===== src/rtl/hpdcache_prio_rr_arbiter.sv =====
// Round-robin or fixed-priority arbiter whose grant is held until the downstream accepts it.
// The grant is dropped early if the granted requester withdraws.
module hpdcache_prio_rr_arbiter #(
  parameter int unsigned N  = 4,
  parameter bit          RR = 1'b1,
  localparam int unsigned W = (N == 1) ? 1 : $clog2(N)
) (
  input  logic         clk_i,
  input  logic         rst_i,
  input  logic [N-1:0] req_i,
  output logic [N-1:0] gnt_o,
  output logic [W-1:0] gnt_idx_o,
  output logic         valid_o,
  input  logic         ready_i
);

  typedef enum logic {StIdle, StLocked} state_e;

  localparam logic [W-1:0] LastIdx = W'(N - 1);

  state_e       r_state;
  logic [W-1:0] r_ptr;
  logic [N-1:0] r_lock;

  logic [N-1:0] w_arb_gnt;
  logic [W-1:0] w_arb_idx;
  logic         w_arb_found;
  int unsigned  w_sum;
  logic [W-1:0] w_cand;
  logic [W-1:0] w_lock_idx;
  logic [W-1:0] w_ptr_nxt;

  // Scan upward from the pointer with wrap; ptr + i < 2N, so one subtraction is a full modulo.
  always_comb begin
    w_arb_gnt   = '0;
    w_arb_idx   = '0;
    w_arb_found = 1'b0;
    w_sum       = 0;
    w_cand      = '0;
    for (int unsigned i = 0; i < N; i++) begin
      w_sum  = RR ? (32'(r_ptr) + i) : i;
      w_cand = W'((w_sum >= N) ? (w_sum - N) : w_sum);
      if (!w_arb_found && req_i[w_cand]) begin
        w_arb_found       = 1'b1;
        w_arb_gnt[w_cand] = 1'b1;
        w_arb_idx         = w_cand;
      end
    end
  end

  always_comb begin
    w_lock_idx = '0;
    for (int unsigned i = 0; i < N; i++) begin
      if (r_lock[i]) begin
        w_lock_idx = W'(i);
      end
    end
  end

  // Outputs are gated by reset so an asynchronous reset drops the grant without a clock edge.
  always_comb begin
    gnt_o     = '0;
    gnt_idx_o = '0;
    valid_o   = 1'b0;
    if (!rst_i) begin
      if (r_state == StIdle) begin
        gnt_o     = w_arb_gnt;
        valid_o   = |req_i;
        gnt_idx_o = w_arb_idx;
      end else begin
        gnt_o     = r_lock & req_i;
        valid_o   = |(r_lock & req_i);
        gnt_idx_o = valid_o ? w_lock_idx : '0;
      end
    end
  end

  always_comb begin
    w_ptr_nxt = (gnt_idx_o == LastIdx) ? '0 : (gnt_idx_o + W'(1));
  end

  always_ff @(posedge clk_i or posedge rst_i) begin
    if (rst_i) begin
      r_state <= StIdle;
      r_ptr   <= '0;
      r_lock  <= '0;
    end else begin
      case (r_state)
        StIdle: begin
          if (valid_o && ready_i) begin
            if (RR) begin
              r_ptr <= w_ptr_nxt;
            end
          end else if (valid_o) begin
            r_state <= StLocked;
            r_lock  <= gnt_o;
          end
        end
        StLocked: begin
          if (!valid_o) begin
            r_state <= StIdle;
            r_lock  <= '0;
          end else if (ready_i) begin
            r_state <= StIdle;
            r_lock  <= '0;
            if (RR) begin
              r_ptr <= w_ptr_nxt;
            end
          end
        end
        default: begin
          r_state <= StIdle;
          r_lock  <= '0;
        end
      endcase
    end
  end

endmodule


===== config.mk =====
export PLATFORM = sky130hd
export DESIGN_NAME = hpdcache_prio_rr_arbiter
export DESIGN_NICKNAME = d
export VERILOG_FILES = /design/src/rtl/hpdcache_prio_rr_arbiter.sv
export SDC_FILE = /design/constraint.sdc
export NUM_CORES = 1
export LEC_CHECK = 0
export ABC_CLOCK_PERIOD_IN_PS = 2600
export BUFFER_PORTS_ARGS = -buffer_cell sky130_fd_sc_hd__buf_4
export CORE_MARGIN = 1
export CORE_UTILIZATION = 47
export CTS_CLUSTER_SIZE = 10
export DETAILED_ROUTE_END_ITERATION = 16
export GPL_TIMING_DRIVEN = 1
export PLACE_DENSITY = 0.69
export RECOVER_POWER = 25
export REMOVE_ABC_BUFFERS = 1
export SYNTH_ARGS = -nofsm -noshare
export SYNTH_HDL_FRONTEND = slang
export SYNTH_SLANG_ARGS = --single-unit

===== constraint.sdc =====
create_clock -name clk_i -period 2.6 [get_ports clk_i]
set_input_delay 0.52 -clock clk_i [delete_from_list [all_inputs] [get_ports clk_i]]
set_output_delay 0.52 -clock clk_i [all_outputs]
set_load 0.02 [all_outputs]

==> flow_metrics.tcl, run 1 <==
set metrics [dict create \
    outcome "complete, but fails checks" \
    violations "setup timing" \
    postLayoutCoreUtil_pct 77.3 \
    synth_area_leaders "dfrtp_1 (17%), ha_1 (9.9%), mux2i_1 (7.0%)" \
    drv_cap 0 \
    cts_buffer_depth 2 \
    synth_simple_gate_area_share_pct 15.5 \
    ys_types 40 \
    synthArstFlopShare_pct 100 \
    die_w_um 48.3 \
    r2r_start "r_ptr[0]" \
    die_area_um2 2330 \
    dp_hpwl_mm 2.12 \
    grt_max_degree 14 \
    cts_num_sinks 7 \
    ys_ff_latch 7 \
    rows 16 \
    cp.arrival_ns 2.38 \
    critPathMaxFanout 4 \
    p_seq_share_pct 12.1 \
    synth.top_cells.by_count "nand2_1 (10), a21oi_1 (8), ha_1 (8)" \
    synth_top_flop_cell "dfrtp_1" \
    grt_pass1_vias 996 \
    final-setup-viol-count 6 \
    rsz0062_at_grt "yes" \
    hold_class "input pin to asynchronous set/reset pin" \
    synthMuxAreaShare_pct 20.7 \
    slew_viol_final 0 \
    ir_worst_vdd_mv 0.608 \
    dieHeight_um 48.3 \
    clkTransAtPathRegs_ns 0.06 \
    fmax_ghz 0.345 \
    synth_compound_area_share_pct 27.8 \
    start_kind "register" \
    period_needed_ns 2.90 \
    antenna_found_initial 0 \
    cp-endpoint "gnt_o[3]" \
    required_ns 2.08 \
    port_buffers 13 \
    synthXorXnorAreaFrac_pct 0.870 \
    syn_area_um2 1010 \
    dp_cells 178 \
    dr.pass1.iters 5 \
    start_util_pct 50.8 \
    final.period_utilization_pct 111 \
    final_hold_viol_count 0 \
    syn_avg_cell_area_um2 8.84 \
    worst_slew_pin_slew_ns 0.453 \
    cts_tree "done" \
    ys_warn_count 0 \
    switching_share_pct 42.6 \
    p_leak_uw 0.000718 \
    p_total_uw 1450 \
    grt_overflow 0 \
    critPathCaptureType "primary output" \
    syn_inst 114 \
    place_congestion 0.918 \
    wl_per_cell_um 15.6 \
    maxSlewHeadroom_pct 69.8 \
    synth_top_family_by_area "compound AO/OA/AOI/OAI gates" \
    insertedDiodeCount 0 \
    area_growth_pct 52.2 \
    ant_nets 0 \
    fin_worst_skew_ns 0.000497 \
    synth_top_area_share_pct 17.4 \
    coreArea_um2 1980 \
    p_comb_share_pct 80.9 \
    seq_area_frac_synth_pct 17.4 \
    synth_fa_ha_area_share_pct 9.94 \
    drc 0 \
    finalWorstSetupSlack_ns -0.296 \
    ctsHoldBuffers 0 \
    r2r-end "r_lock[2]" \
    r2r_slack_ns -0.20 \
    reg2reg_depth 15 \
    fillers 134 \
    switching_power_uw 616 \
    stdcell_count 195 \
    num_vias 1137 \
    routed_wl_mm 3.04 \
    nNetsFinal 184 \
    p_int_uw 831 \
    grt_pass1_wl_mm 4.38 \
    avgViaCountPerCell 5.83 \
    drive_above_1_share_pct 51.2 \
    cts_inserted_buffers 3 \
    synth_top_area_cell "dfrtp_1" \
    clock_latency_ns 0.25 \
    drt_first_iter_violations 30 \
    htree_levels 1 \
    yosysMostFrequentCell "nand2_1" \
    pin_count 14 \
    synth_edf_count 0 \
    fin_setup_tns_ns -1.50 \
    crit_type "register to primary output" \
    cts-root-buf "clkbuf_4" \
    p_clk_share_pct 7.0 \
    power.density_nw_per_um2 944 \
    grt.total_usage_pct 27.0 \
    crit_start "r_ptr[1]" \
]
-- registers in the layout (all words and copies together) (netlist names) --
| register | flops |
|---|---|
| r_lock | 4 |
| r_state | 1 |
| r_ptr | 2 |
-- repair_timing --
action / 4_1_cts / 5_1_grt
setup endpoints to repair: 6 / 7
pin swaps: 8 / 7
resized for setup: 16 / 9
setup buffers: 9 / 4
-- worst max-delay path: stages (launching register included) --
cell      delay, ns
dfrtp_1        0.41
inv_2          0.10
ha_4           0.21
buf_4          0.13
mux4_2         0.29
nor4b_4        0.15
buf_4          0.15
a222oi_1       0.27
a21o_1         0.20
nor2_1         0.05
buf_4          0.16
-- area by class of cell --
| class | instances | area [um2] | share of cell area [%] |
|---|---|---|---|
| multi-input cells | 92 | 808 | 52.7 |
| inverters | 7 | 26.3 | 1.71 |
| repair buffers | 58 | 462 | 30.1 |
| well taps | 27 | 33.8 | 2.20 |
| flip-flops and latches | 7 | 175 | 11.4 |
| clock buffers | 3 | 22.5 | 1.47 |
| clock inverters | 1 | 5.00 | 0.327 |
-- through the flow --
| stage | hold slack, ns | setup WS (ns) | area [um2] |
|---|---|---|---|
| floorplan | 0.331 | -0.774 | 956 |
| global placement | 0.516 | -0.124 | 1330 |
| detailed placement | 0.522 | -0.175 | 1330 |
| CTS | 0.253 | -0.278 | 1460 |
| global route | 0.260 | -0.375 | 1530 |
| finish | 0.256 | -0.296 | 1530 |
-- placed cells by master, fill, tap and decap left out, types with 3 or more instances in the layout --
master,instances
mux2_2,4
mux4_2,4
nor2_1,6
buf_6,7
ha_1,7
a22oi_1,3
dfrtp_1,7
buf_4,51
a222oi_1,3
nand2_1,10
a21oi_1,6
a31oi_1,3
mux2i_1,7
inv_1,5
clkbuf_4,3
nor2b_1,3
o21ai_1,4
-- worst min path at each step --
stage,depth (start not counted),endpoint
6_report,2,r_lock[0]
5_1_grt,2,r_state
4_1_cts,2,r_lock[1]
3_5_place_dp,2,r_lock[0]
3_3_place_gp,2,r_lock[0]
2_1_floorplan,1,r_lock[0]
-- per-layer routing --
| metal | global-route usage (%) | vias to the layer above | share of wire [%] |
|---|---|---|---|
| met4 | 5.00 | 0 | 0.89 |
| met2 | 43.7 | 41 | 49 |
| met1 | 36.6 | 549 | 45 |
| met5 | 0 | - | 0 |
| met3 | 6.67 | 2 | 4.6 |
| li1 | - | 545 | - |
-- power groups by stage --
| stage | clock, uW | sequential, uW | combinational (uW) |
|---|---|---|---|
| floorplan | 0 | 203 | 503 |
| global placement | 0 | 171 | 876 |
| detailed placement | 0 | 171 | 903 |
| CTS | 101 | 172 | 1060 |
| global route | 111 | 179 | 1250 |
| finish | 101 | 175 | 1170 |
-- logic make-up (layout without fill, tap and decap cells) --
| logic type | count (synthesis) | after routing |
|---|---|---|
| mux | 15 | 15 |
| buf+inv | 15 | 69 |
| compound gates | 39 | 39 |
| xor+xnor | 1 | 1 |
| flops | 7 | 7 |
| simple gates | 29 | 29 |
| fa+ha+maj | 8 | 8 |
Note: power is estimated with default switching activity, not from simulation.
==> run 2: changes to the inputs <==
CELL_PAD_IN_SITES_DETAIL_PLACEMENT = 0   (was not set)
CELL_PAD_IN_SITES_GLOBAL_PLACEMENT = 1   (was not set)
CORE_UTILIZATION = 39   (was 47)
PLACE_DENSITY = 0.74   (was 0.69)
==> run 2 against run 1 <==
The run still ends with setup timing left. Sequential cell count stayed put. Count of clock-buffer cells in the layout is 1 higher. Clock power hardly changed. Via count is 5.2% lower. Global-route usage is 2.7 points lower. Critical path depth stayed put. Critical path type unchanged.
==> flow_metrics.tcl, run 2 (synthesis gave the netlist of run 1 again) <==
set metrics [dict create \
    place_area_um2 1320 \
    grtUsageMet2_pct 40.7 \
    cp-endpoint "gnt_o[3]" \
    clock_latency_ns 0.25 \
    grtUsageMet3_pct 4.35 \
    dr.pass1.iters 4 \
    cts_inserted_buffers 3 \
    place_congestion 0.900 \
    period_needed_ns 2.91 \
    grt_pass1_vias 1099 \
    area_growth_pct 47.2 \
    start_kind "register" \
    drt_first_iter_violations 34 \
    routed_wl_mm 2.89 \
    regMostFlops "r_lock" \
    num_vias 1078 \
    drc 0 \
    outcome "complete, but fails checks" \
    worst_slew_pin_slew_ns 0.431 \
    crit_start "r_ptr[1]" \
    r2r-end "r_lock[0]" \
    grt_max_degree 16 \
    fin_worst_skew_ns 0.00224 \
    slew_viol_final 0 \
    clkTransAtPathRegs_ns 0.05 \
    grt.total_usage_pct 24.3 \
    top_regs "r_lock x4, r_ptr x2, r_state x1" \
    critPathMaxFanout 3 \
    wl_per_cell_um 14.9 \
    rows 18 \
    critPathCaptureType "primary output" \
    critPathMaxStageDelay_ns 0.40 \
    cts_num_sinks 7 \
    dieHeight_um 52.8 \
    path_cells "inv_2, ha_4, buf_4, mux4_2, nor4b_4, buf_4, a222oi_1, a21o_1, nor2_1, buf_4" \
    start_util_pct 41.0 \
    cts_buffer_depth 2 \
    ir_worst_vdd_mv 0.558 \
    p_total_uw 1350 \
    maxSlewHeadroom_pct 71.3 \
    rsz0062_at_grt "yes" \
    fillers 212 \
    cts_tree "done" \
    crit_type "register to primary output" \
    nNetsFinal 180 \
    use_met1_pct 32.0 \
    die_area_um2 2790 \
    hold_class "input pin to asynchronous set/reset pin" \
    fin_setup_tns_ns -1.55 \
    drive_above_1_share_pct 47.0 \
    r2r_slack_ns -0.25 \
    htree_levels 1 \
    ant_nets 0 \
    reg2reg_depth 15 \
    r2r_start "r_ptr[1]" \
    final.period_utilization_pct 112 \
    antenna_found_initial 0 \
    cp.arrival_ns 2.39 \
    stdcell_count 194 \
    dp_cells 180 \
    p_leak_uw 0.000692 \
    avgViaCountPerCell 5.56 \
    final-setup-viol-count 6 \
    busiest_layer "met2" \
    largest_reg_flops 4 \
    crit_slowest_cell "dfrtp_1" \
    final_hold_viol_count 0 \
    mostFrequentLayoutCell "buf_4" \
    cpMostUsedCell "buf_4" \
    pin_count 14 \
    insertedDiodeCount 0 \
    grt_overflow 0 \
    required_ns 2.08 \
    grt_pass1_wl_mm 4.98 \
    most-common-layout-cells "buf_4 (50), nand2_1 (10)" \
    dp_hpwl_mm 2.14 \
    violations "setup timing" \
    die_w_um 52.8 \
    fin_area_um2 1480 \
    port_buffers 13 \
    cts-root-buf "clkbuf_4" \
    drv_cap 0 \
    fmax_ghz 0.343 \
    coreArea_um2 2450 \
    power.density_nw_per_um2 911 \
    ctsHoldBuffers 0 \
    finalWorstSetupSlack_ns -0.313 \
]
-- run 2: cell count changes in the layout (fill, tap and decap cells not counted), sizes merged --
cell	previous run	this run
clkinv	1	0
buf	58	54
clkbuf	3	4
-- run 2: per-stage QoR --
step / hold slack, ns / setup WS [ns] / util [%]
6_report: 0.247 / -0.313 / 60.4
5_1_grt: 0.280 / -0.421 / 60.4
4_1_cts: 0.253 / -0.308 / 59.2
3_5_place_dp: 0.525 / -0.172 / 53.9
3_3_place_gp: 0.516 / -0.148 / 53.9
2_1_floorplan: 0.331 / -0.774 / -
-- run 2: how the worst min path moves through the flow --
stage          start         to  cells past startpoint
2_1_floorplan  rst_i  r_lock[0]                      1
3_3_place_gp   rst_i    r_state                      2
3_5_place_dp   rst_i  r_lock[2]                      2
4_1_cts        rst_i  r_lock[3]                      2
5_1_grt        rst_i  r_lock[3]                      2
6_report       rst_i  r_lock[3]                      2
-- run 2: area by class of cell --
cell class | count | area (um2) | area share (%)
clock buffers | 4 | 26.3 | 1.77
flip-flops and latches | 7 | 175 | 11.8
repair buffers | 54 | 420 | 28.4
inverters | 7 | 26.3 | 1.77
well taps | 30 | 37.5 | 2.53
multi-input cells | 92 | 797 | 53.8
-- run 2: what timing repair did --
item | 4_1_cts | 5_1_grt
gates cloned | 0 | 0
buffers inserted | 9 | 1
gates resized for setup | 11 | 6
pin swaps | 4 | 3
hold endpoints to repair | 0 | 0
endpoints found under the setup margin | 6 | 8
-- run 2: layer usage --
layer	share of wire [%]	up-vias	routed length, um
met3	3.8	4	111
li1	-	531	-
met2	51	30	1460
met1	44	513	1260
met4	1.8	0	51
met5	0	-	0
-- run 2: worst max-delay path: cells and delay by family (launching register included) --
| family | cells | cell delay, ns |
|---|---|---|
| multiplexers | 1 | 0.29 |
| AO/OA/AOI/OAI | 2 | 0.48 |
| buffers and inverters | 4 | 0.49 |
| flip-flops | 1 | 0.40 |
| adder cells (fa/ha/maj) | 1 | 0.27 |
| AND/OR/NAND/NOR | 2 | 0.20 |
-- run 2: report_power, final --
part | total (uW) | switching [uW] | internal (uW) | leakage, uW
Combinational | 1080 | 497 | 579 | 0.000587
Clock | 101 | 42.4 | 58.7 | 0.0000150
Sequential | 174 | 35.1 | 139 | 0.0000899
